--- src/rtl/alu_sequencer_if.sv ---
// rtl/alu_sequencer_if.sv - handshake bundle between issue logic, alu_sequencer and the fp8 ALU
//
// Purpose: groups the request, response, ALU-side and status signals of
// alu_sequencer so they travel as one port.
// Modports:
//   slave  - the sequencer's view (consumes requests and ALU results,
//            produces responses, ALU operands/control and status)
//   master - the environment's view (issue logic + ALU + response consumer)
// Signals:
//   req_valid/req_ready/req_op[1:0]/req_a[7:0]/req_b[7:0] - request channel
//   rsp_valid/rsp_ready/rsp_data[7:0]/rsp_err             - response channel
//   alu_a[7:0]/alu_b[7:0]/alu_ctrl[3:0]/alu_y[7:0]/alu_valid - ALU side
//   busy, stat_ops[15:0], stat_errs[7:0]                  - status

interface alu_sequencer_if;
  logic       req_valid;
  logic       req_ready;
  logic [1:0] req_op;
  logic [7:0] req_a;
  logic [7:0] req_b;

  logic [7:0] alu_a;
  logic [7:0] alu_b;
  logic [3:0] alu_ctrl;
  logic [7:0] alu_y;
  logic       alu_valid;

  logic       rsp_valid;
  logic       rsp_ready;
  logic [7:0] rsp_data;
  logic       rsp_err;

  logic        busy;
  logic [15:0] stat_ops;
  logic [7:0]  stat_errs;

  modport slave (
    input  req_valid, req_op, req_a, req_b, alu_y, alu_valid, rsp_ready,
    output req_ready, alu_a, alu_b, alu_ctrl, rsp_valid, rsp_data, rsp_err,
           busy, stat_ops, stat_errs
  );

  modport master (
    output req_valid, req_op, req_a, req_b, alu_y, alu_valid, rsp_ready,
    input  req_ready, alu_a, alu_b, alu_ctrl, rsp_valid, rsp_data, rsp_err,
           busy, stat_ops, stat_errs
  );
endinterface

--- src/rtl/alu_sequencer.sv ---
// rtl/alu_sequencer.sv - one-op-at-a-time command front-end for the fp8 (e4m3) ALU
//
// Purpose: accepts one add/mul request, drives registered operands and
// alu_ctrl into the ALU, waits for the ALU's registered valid under a
// timeout and returns the result (or an error) on the response channel.
// Ports:
//   clock  - single clock, posedge
//   reset  - synchronous, active-high
//   bus    - alu_sequencer_if.slave (request, response, ALU side, status)
// Parameters:
//   TIMEOUT - WAIT cycles allowed before the op is abandoned (2..255)
// Optional feature macro: ALU_SEQ_STATS_EN builds the stat_ops/stat_errs
// counters; without it both status ports are tied to 0.
// All outputs are registered.

module alu_sequencer #(
  parameter int unsigned TIMEOUT = 15
) (
  input logic            clock,
  input logic            reset,
  alu_sequencer_if.slave bus
);

  typedef enum logic [1:0] {
    S_IDLE = 2'd0,
    S_WAIT = 2'd1,
    S_RESP = 2'd2
  } state_e;

  localparam logic [7:0] LAST_WAIT = 8'(TIMEOUT - 1);

  state_e     state_q;
  logic [7:0] wait_cnt_q;
  logic       req_ready_q;
  logic       busy_q;
  logic [7:0] alu_a_q;
  logic [7:0] alu_b_q;
  logic [3:0] alu_ctrl_q;
  logic       rsp_valid_q;
  logic [7:0] rsp_data_q;
  logic       rsp_err_q;

  // 4'b0000 doubles as the "illegal op" marker.
  function automatic logic [3:0] op_to_ctrl(input logic [1:0] op);
    case (op)
      2'd0:    op_to_ctrl = 4'b0001;
      2'd1:    op_to_ctrl = 4'b0010;
      default: op_to_ctrl = 4'b0000;
    endcase
  endfunction

  always_ff @(posedge clock) begin
    if (reset) begin
      state_q     <= S_IDLE;
      wait_cnt_q  <= 8'd0;
      req_ready_q <= 1'b1;
      busy_q      <= 1'b0;
      alu_a_q     <= 8'd0;
      alu_b_q     <= 8'd0;
      alu_ctrl_q  <= 4'd0;
      rsp_valid_q <= 1'b0;
      rsp_data_q  <= 8'd0;
      rsp_err_q   <= 1'b0;
    end else begin
      case (state_q)
        S_IDLE: begin
          if (bus.req_valid) begin
            alu_a_q     <= bus.req_a;
            alu_b_q     <= bus.req_b;
            req_ready_q <= 1'b0;
            busy_q      <= 1'b1;
            wait_cnt_q  <= 8'd0;
            if (op_to_ctrl(bus.req_op) != 4'd0) begin
              alu_ctrl_q <= op_to_ctrl(bus.req_op);
              state_q    <= S_WAIT;
            end else begin
              // Illegal op: answer with an error without touching the ALU.
              rsp_valid_q <= 1'b1;
              rsp_err_q   <= 1'b1;
              rsp_data_q  <= 8'd0;
              state_q     <= S_RESP;
            end
          end
        end

        S_WAIT: begin
          // On the first WAIT cycle alu_valid still reflects alu_ctrl=0
          // from before the issue, so it cannot belong to this op.
          // A capture on the last allowed cycle beats the timeout.
          if ((wait_cnt_q != 8'd0) && bus.alu_valid) begin
            rsp_data_q  <= bus.alu_y;
            rsp_err_q   <= 1'b0;
            rsp_valid_q <= 1'b1;
            alu_ctrl_q  <= 4'd0;
            state_q     <= S_RESP;
          end else if (wait_cnt_q == LAST_WAIT) begin
            rsp_data_q  <= 8'd0;
            rsp_err_q   <= 1'b1;
            rsp_valid_q <= 1'b1;
            alu_ctrl_q  <= 4'd0;
            state_q     <= S_RESP;
          end else begin
            wait_cnt_q <= wait_cnt_q + 8'd1;
          end
        end

        S_RESP: begin
          // Holding alu_ctrl=0 here for at least one cycle clears the ALU's
          // valid register before the next op can be issued.
          if (bus.rsp_ready) begin
            rsp_valid_q <= 1'b0;
            req_ready_q <= 1'b1;
            busy_q      <= 1'b0;
            state_q     <= S_IDLE;
          end
        end

        default: begin
          state_q     <= S_IDLE;
          req_ready_q <= 1'b1;
          busy_q      <= 1'b0;
          alu_ctrl_q  <= 4'd0;
          rsp_valid_q <= 1'b0;
        end
      endcase
    end
  end

  assign bus.req_ready = req_ready_q;
  assign bus.busy      = busy_q;
  assign bus.alu_a     = alu_a_q;
  assign bus.alu_b     = alu_b_q;
  assign bus.alu_ctrl  = alu_ctrl_q;
  assign bus.rsp_valid = rsp_valid_q;
  assign bus.rsp_data  = rsp_data_q;
  assign bus.rsp_err   = rsp_err_q;

`ifdef ALU_SEQ_STATS_EN
  logic [15:0] stat_ops_q;
  logic [15:0] stat_ops_d;
  logic [7:0]  stat_errs_q;
  logic [7:0]  stat_errs_d;
  logic        rsp_hs;

  assign rsp_hs = rsp_valid_q & bus.rsp_ready;

  always_comb begin
    stat_ops_d  = stat_ops_q;
    stat_errs_d = stat_errs_q;
    if (rsp_hs) begin
      stat_ops_d = stat_ops_q + 16'd1;
      if (rsp_err_q && (stat_errs_q != 8'hFF)) begin
        stat_errs_d = stat_errs_q + 8'd1;
      end
    end
  end

  always_ff @(posedge clock) begin
    if (reset) begin
      stat_ops_q  <= 16'd0;
      stat_errs_q <= 8'd0;
    end else begin
      stat_ops_q  <= stat_ops_d;
      stat_errs_q <= stat_errs_d;
    end
  end

  assign bus.stat_ops  = stat_ops_q;
  assign bus.stat_errs = stat_errs_q;
`else
  assign bus.stat_ops  = 16'd0;
  assign bus.stat_errs = 8'd0;
`endif

endmodule

--- src/flat_wrapper.sv ---
// flat-port wrapper written by rule: the top's interface ports become plain ports
module alu_sequencer_flat 
#(
  parameter int unsigned TIMEOUT = 15
)
  (clock, reset, bus_req_valid, bus_req_op, bus_req_a, bus_req_b, bus_alu_y, bus_alu_valid, bus_rsp_ready, bus_req_ready, bus_alu_a, bus_alu_b, bus_alu_ctrl, bus_rsp_valid, bus_rsp_data, bus_rsp_err, bus_busy, bus_stat_ops, bus_stat_errs);
  alu_sequencer_if bus_i ();
  input logic clock;
  input logic reset;
  input wire logic [$bits(bus_i.req_valid)-1:0] bus_req_valid;
  input wire logic [$bits(bus_i.req_op)-1:0] bus_req_op;
  input wire logic [$bits(bus_i.req_a)-1:0] bus_req_a;
  input wire logic [$bits(bus_i.req_b)-1:0] bus_req_b;
  input wire logic [$bits(bus_i.alu_y)-1:0] bus_alu_y;
  input wire logic [$bits(bus_i.alu_valid)-1:0] bus_alu_valid;
  input wire logic [$bits(bus_i.rsp_ready)-1:0] bus_rsp_ready;
  output wire logic [$bits(bus_i.req_ready)-1:0] bus_req_ready;
  output wire logic [$bits(bus_i.alu_a)-1:0] bus_alu_a;
  output wire logic [$bits(bus_i.alu_b)-1:0] bus_alu_b;
  output wire logic [$bits(bus_i.alu_ctrl)-1:0] bus_alu_ctrl;
  output wire logic [$bits(bus_i.rsp_valid)-1:0] bus_rsp_valid;
  output wire logic [$bits(bus_i.rsp_data)-1:0] bus_rsp_data;
  output wire logic [$bits(bus_i.rsp_err)-1:0] bus_rsp_err;
  output wire logic [$bits(bus_i.busy)-1:0] bus_busy;
  output wire logic [$bits(bus_i.stat_ops)-1:0] bus_stat_ops;
  output wire logic [$bits(bus_i.stat_errs)-1:0] bus_stat_errs;
  assign bus_i.req_valid = bus_req_valid;
  assign bus_i.req_op = bus_req_op;
  assign bus_i.req_a = bus_req_a;
  assign bus_i.req_b = bus_req_b;
  assign bus_i.alu_y = bus_alu_y;
  assign bus_i.alu_valid = bus_alu_valid;
  assign bus_i.rsp_ready = bus_rsp_ready;
  assign bus_req_ready = bus_i.req_ready;
  assign bus_alu_a = bus_i.alu_a;
  assign bus_alu_b = bus_i.alu_b;
  assign bus_alu_ctrl = bus_i.alu_ctrl;
  assign bus_rsp_valid = bus_i.rsp_valid;
  assign bus_rsp_data = bus_i.rsp_data;
  assign bus_rsp_err = bus_i.rsp_err;
  assign bus_busy = bus_i.busy;
  assign bus_stat_ops = bus_i.stat_ops;
  assign bus_stat_errs = bus_i.stat_errs;
  alu_sequencer #(.TIMEOUT(TIMEOUT)) u_core (.clock(clock), .reset(reset), .bus(bus_i));
endmodule
--- config.mk ---
export PLATFORM = sky130hd
export DESIGN_NAME = alu_sequencer_flat
export DESIGN_NICKNAME = d
export VERILOG_FILES = /design/src/rtl/alu_sequencer_if.sv /design/src/rtl/alu_sequencer.sv /design/src/flat_wrapper.sv
export SDC_FILE = /design/constraint.sdc
export NUM_CORES = 1
export LEC_CHECK = 0
export BUFFER_PORTS_ARGS = -buffer_cell sky130_fd_sc_hd__buf_2
export CAP_MARGIN = 30
export CORE_MARGIN = 1
export CORE_UTILIZATION = 47
export CTS_CLUSTER_SIZE = 24
export DETAILED_ROUTE_END_ITERATION = 8
export PLACE_DENSITY = 0.82
export REMOVE_ABC_BUFFERS = 1
export SLEW_MARGIN = 20
export SYNTH_ARGS = -nofsm -noshare
export SYNTH_HDL_FRONTEND = slang
export SYNTH_SLANG_ARGS = --single-unit
--- constraint.sdc ---
create_clock -name clock -period 2.4 [get_ports clock]
set_clock_uncertainty 0.1 [all_clocks]
set_input_delay 0.12 -clock clock [delete_from_list [all_inputs] [get_ports clock]]
set_output_delay 0.12 -clock clock [all_outputs]
set_load 0.02 [all_outputs]
==> results.py <==
metrics = {
    "synth": {
        "syn_area_sq_um": 1960,
        "ys_top_cells_by_count": "dfxtp_1, nand2_1, a21oi_1",
        "yosysTopAreaCellShare": 0.409,
        "synth_cell_type_count": 39,
        "async_reset_ff_frac": 0,
        "synthFlopType": "dfxtp_1",
        "yosys.area.top_type": "dfxtp_1",
        "yosysWarningCount": 0,
        "synth_cells": 231,
        "ys_ff_latch": 40,
        "syn_avg_cell_area_sq_um": 8.48,
        "yosys-top-cells-area": "dfxtp_1, buf_4, nand2_1",
        "synth_enable_flop_cells": 0,
        "yosysSeqAreaShare": 0.409,
    },
    "grt": {
        "grt.overflow.total": 0,
        "grt_pass1_vias": 1532,
        "antenna_found_initial": 0,
        "grt_usage": 0.195,
        "grt_pass1_wl_um": 6680,
        "grt_max_degree": 22,
    },
    "route": {
        "drtIter0Drc": 83,
        "ant_nets": 0,
        "drc": 0,
        "wire_per_inst_um": 12.3,
        "avgViaCountPerCell": 5.04,
        "vias": 1831,
        "totalWireLength_um": 4470,
        "dr.pass1.iters": 4,
    },
    "placed_design": {
        "io_buffer_count": 60,
        "gp_congestion": 0.815,
        "dp.cells": 331,
        "pre_cts_slack_ns": 0.274,
        "hpwl_um": 2880,
        "placed_cell_area_sq_um": 2160,
    },
    "pwr": {
        "leakagePower_nw": 1.15,
        "ir_drop_uv": 423,
        "power_density_nw_per_um2": 598,
    },
    "setup_path": {
        "cp_slowest_stage_delay_ns": 0.47,
        "path_cells": "inv_1 > ha_1 > or3b_2 > o21ai_1 > nand2_1 > o41ai_1",
        "slowest_stage": "or3b_2",
        "critPathLaunchType": "flop",
        "path_max_fanout": 6,
        "crit_buf_inv": 1,
        "critPathCaptureType": "flop",
        "critPathKind": "reg2reg",
        "arrival_ns": 2.25,
        "critPathTopFamily": "compound AO/OA/AOI/OAI gates",
        "cp.required_ns": 2.48,
    },
    "flow_run": {
        "max_cap_viol_count": 0,
    },
    "floorplanning": {
        "fp-row-count": 23,
        "core_area_sq_um": 4000,
        "initial_core_util": 0.490,
        "fp.dieW_um": 66.5,
        "ios": 87,
        "dieArea_sq_um": 4430,
        "die_y_um": 66.5,
    },
    "sta": {
        "finalSetupTns_ns": 0,
        "fin_ws_ns": 0.236,
        "fmax_mhz": 462,
        "fin_crit_sh": 0.902,
        "final.min_clock_period_ns": 2.16,
        "max-slew-margin-rel": 0.616,
        "drv_slew": 0,
        "rsz0062_at_grt": "false",
        "hold_viol_final": 0,
        "worst_pin_slew_ns": 0.576,
        "setup_viol": 0,
    },
    "clock_network": {
        "root_buffer": "clkbuf_8",
        "htree_num_levels": 2,
        "postCtsSetupRepairBufs": 0,
        "cts_tree": "done",
        "clock-sinks": 40,
        "hold_buffers": 24,
        "path_clk_slew_ns": 0.08,
        "clkLatencyLatePin_ns": 0.29,
        "cts_buffers": 5,
        "post_cts_resize_count": 0,
        "cts_buffer_depth": 2,
    },
    "layout": {
        "fin_util": 0.625,
        "fin_cells": 363,
        "area_growth_pct": 27.7,
        "nNetsFinal": 346,
        "final_area_sq_um": 2500,
        "n_antenna_cell": 0,
        "drive_above_1_share": 0.249,
    },
    "worst_hold_path": {
        "hp-class": "in2reg",
    },
    "run_status": {
        "outcome": "finished, final reports clean",
    },
}
==> worst paths after layout <==
| check | cells past startpoint | from | slack (ns) | end |
|---|---|---|---|---|
| max | 6 | u_core.wait_cnt_q[0] | 0.24 | u_core.wait_cnt_q[5] |
| min | 4 | bus_rsp_ready | 0.03 | u_core.bus.busy |
| max reg2reg | 6 | u_core.wait_cnt_q[0] | 0.24 | u_core.wait_cnt_q[5] |
| min reg2reg | 2 | u_core.bus.rsp_err | 0.35 | u_core.bus.rsp_err |
==> state kept, by name, indices dropped and copies added, names as in the netlist <==
| signal | cells |
|---|---|
| u_core.bus.rsp_err | 1 |
| u_core.bus.alu_a | 8 |
| u_core.bus.req_ready | 1 |
| u_core.bus.rsp_valid | 1 |
| u_core.bus.alu_b | 8 |
| u_core.state_q | 2 |
| u_core.wait_cnt_q | 8 |
| u_core.bus.rsp_data | 8 |
| u_core.bus.alu_ctrl | 2 |
| u_core.bus.busy | 1 |
==> cell usage in the layout, fill, tap and decap left out, drive strengths merged, types with 4 or more instances in the layout <==
cell          n
o21ai         7
buf          62
and3          4
nor2          8
a31oi         4
clkbuf        6
dlygate4sd3  24
inv           5
nor2b        10
a21oi        28
a211oi        4
conb         26
dfxtp        40
nand2        40
nand2b        4
a32o          8
==> stage by stage <==
stage	hold slack, ns	total power, mW
CTS	0.0263	1.50
global route	0.0432	1.56
detailed placement	0.267	1.01
floorplan	0.0891	0.911
global placement	0.259	1.00
finish	0.0274	1.50
==> worst reg2reg max path, cell delays in order (launching register included) <==
cell and delay, ns:
dfxtp_1 0.35, inv_1 0.10, ha_1 0.15, or3b_2 0.47, o21ai_1 0.38, nand2_1 0.16, o41ai_1 0.35
==> layer usage <==
metal / track usage / up-vias / share of wire
met5: 0 / - / 0
met1: 0.222 / 834 / 0.44
met2: 0.352 / 78 / 0.48
met3: 0.0514 / 4 / 0.069
met4: 0.0559 / 0 / 0.0056
li1: - / 915 / -
==> layout make-up <==
cell class	instances	area (sq um)
clock buffers	6	82.6
flip-flops and latches	40	801
multi-input cells	174	966
inverters	5	18.8
well taps	50	62.6
clock inverters	2	15.0
fillers	335	1500
repair buffers	86	556
==> where the power goes <==
group          internal, mW  total [mW]  leakage, nW  switching (mW)
Combinational         0.110       0.302        0.776           0.192
Clock                 0.233       0.469       0.0434           0.236
Sequential            0.699       0.724        0.326          0.0248
==> cells by family after synthesis <==
group                    Yosys count  synth area share
AO/OA/AOI/OAI                     63             0.213
adder cells (fa/ha/maj)            3            0.0192
buffers and inverters             42             0.146
flip-flops                        40             0.409
multiplexers                       2            0.0115
other                              1           0.00192
AND/OR/NAND/NOR                   80             0.199
(Power assumes the default switching activity.)
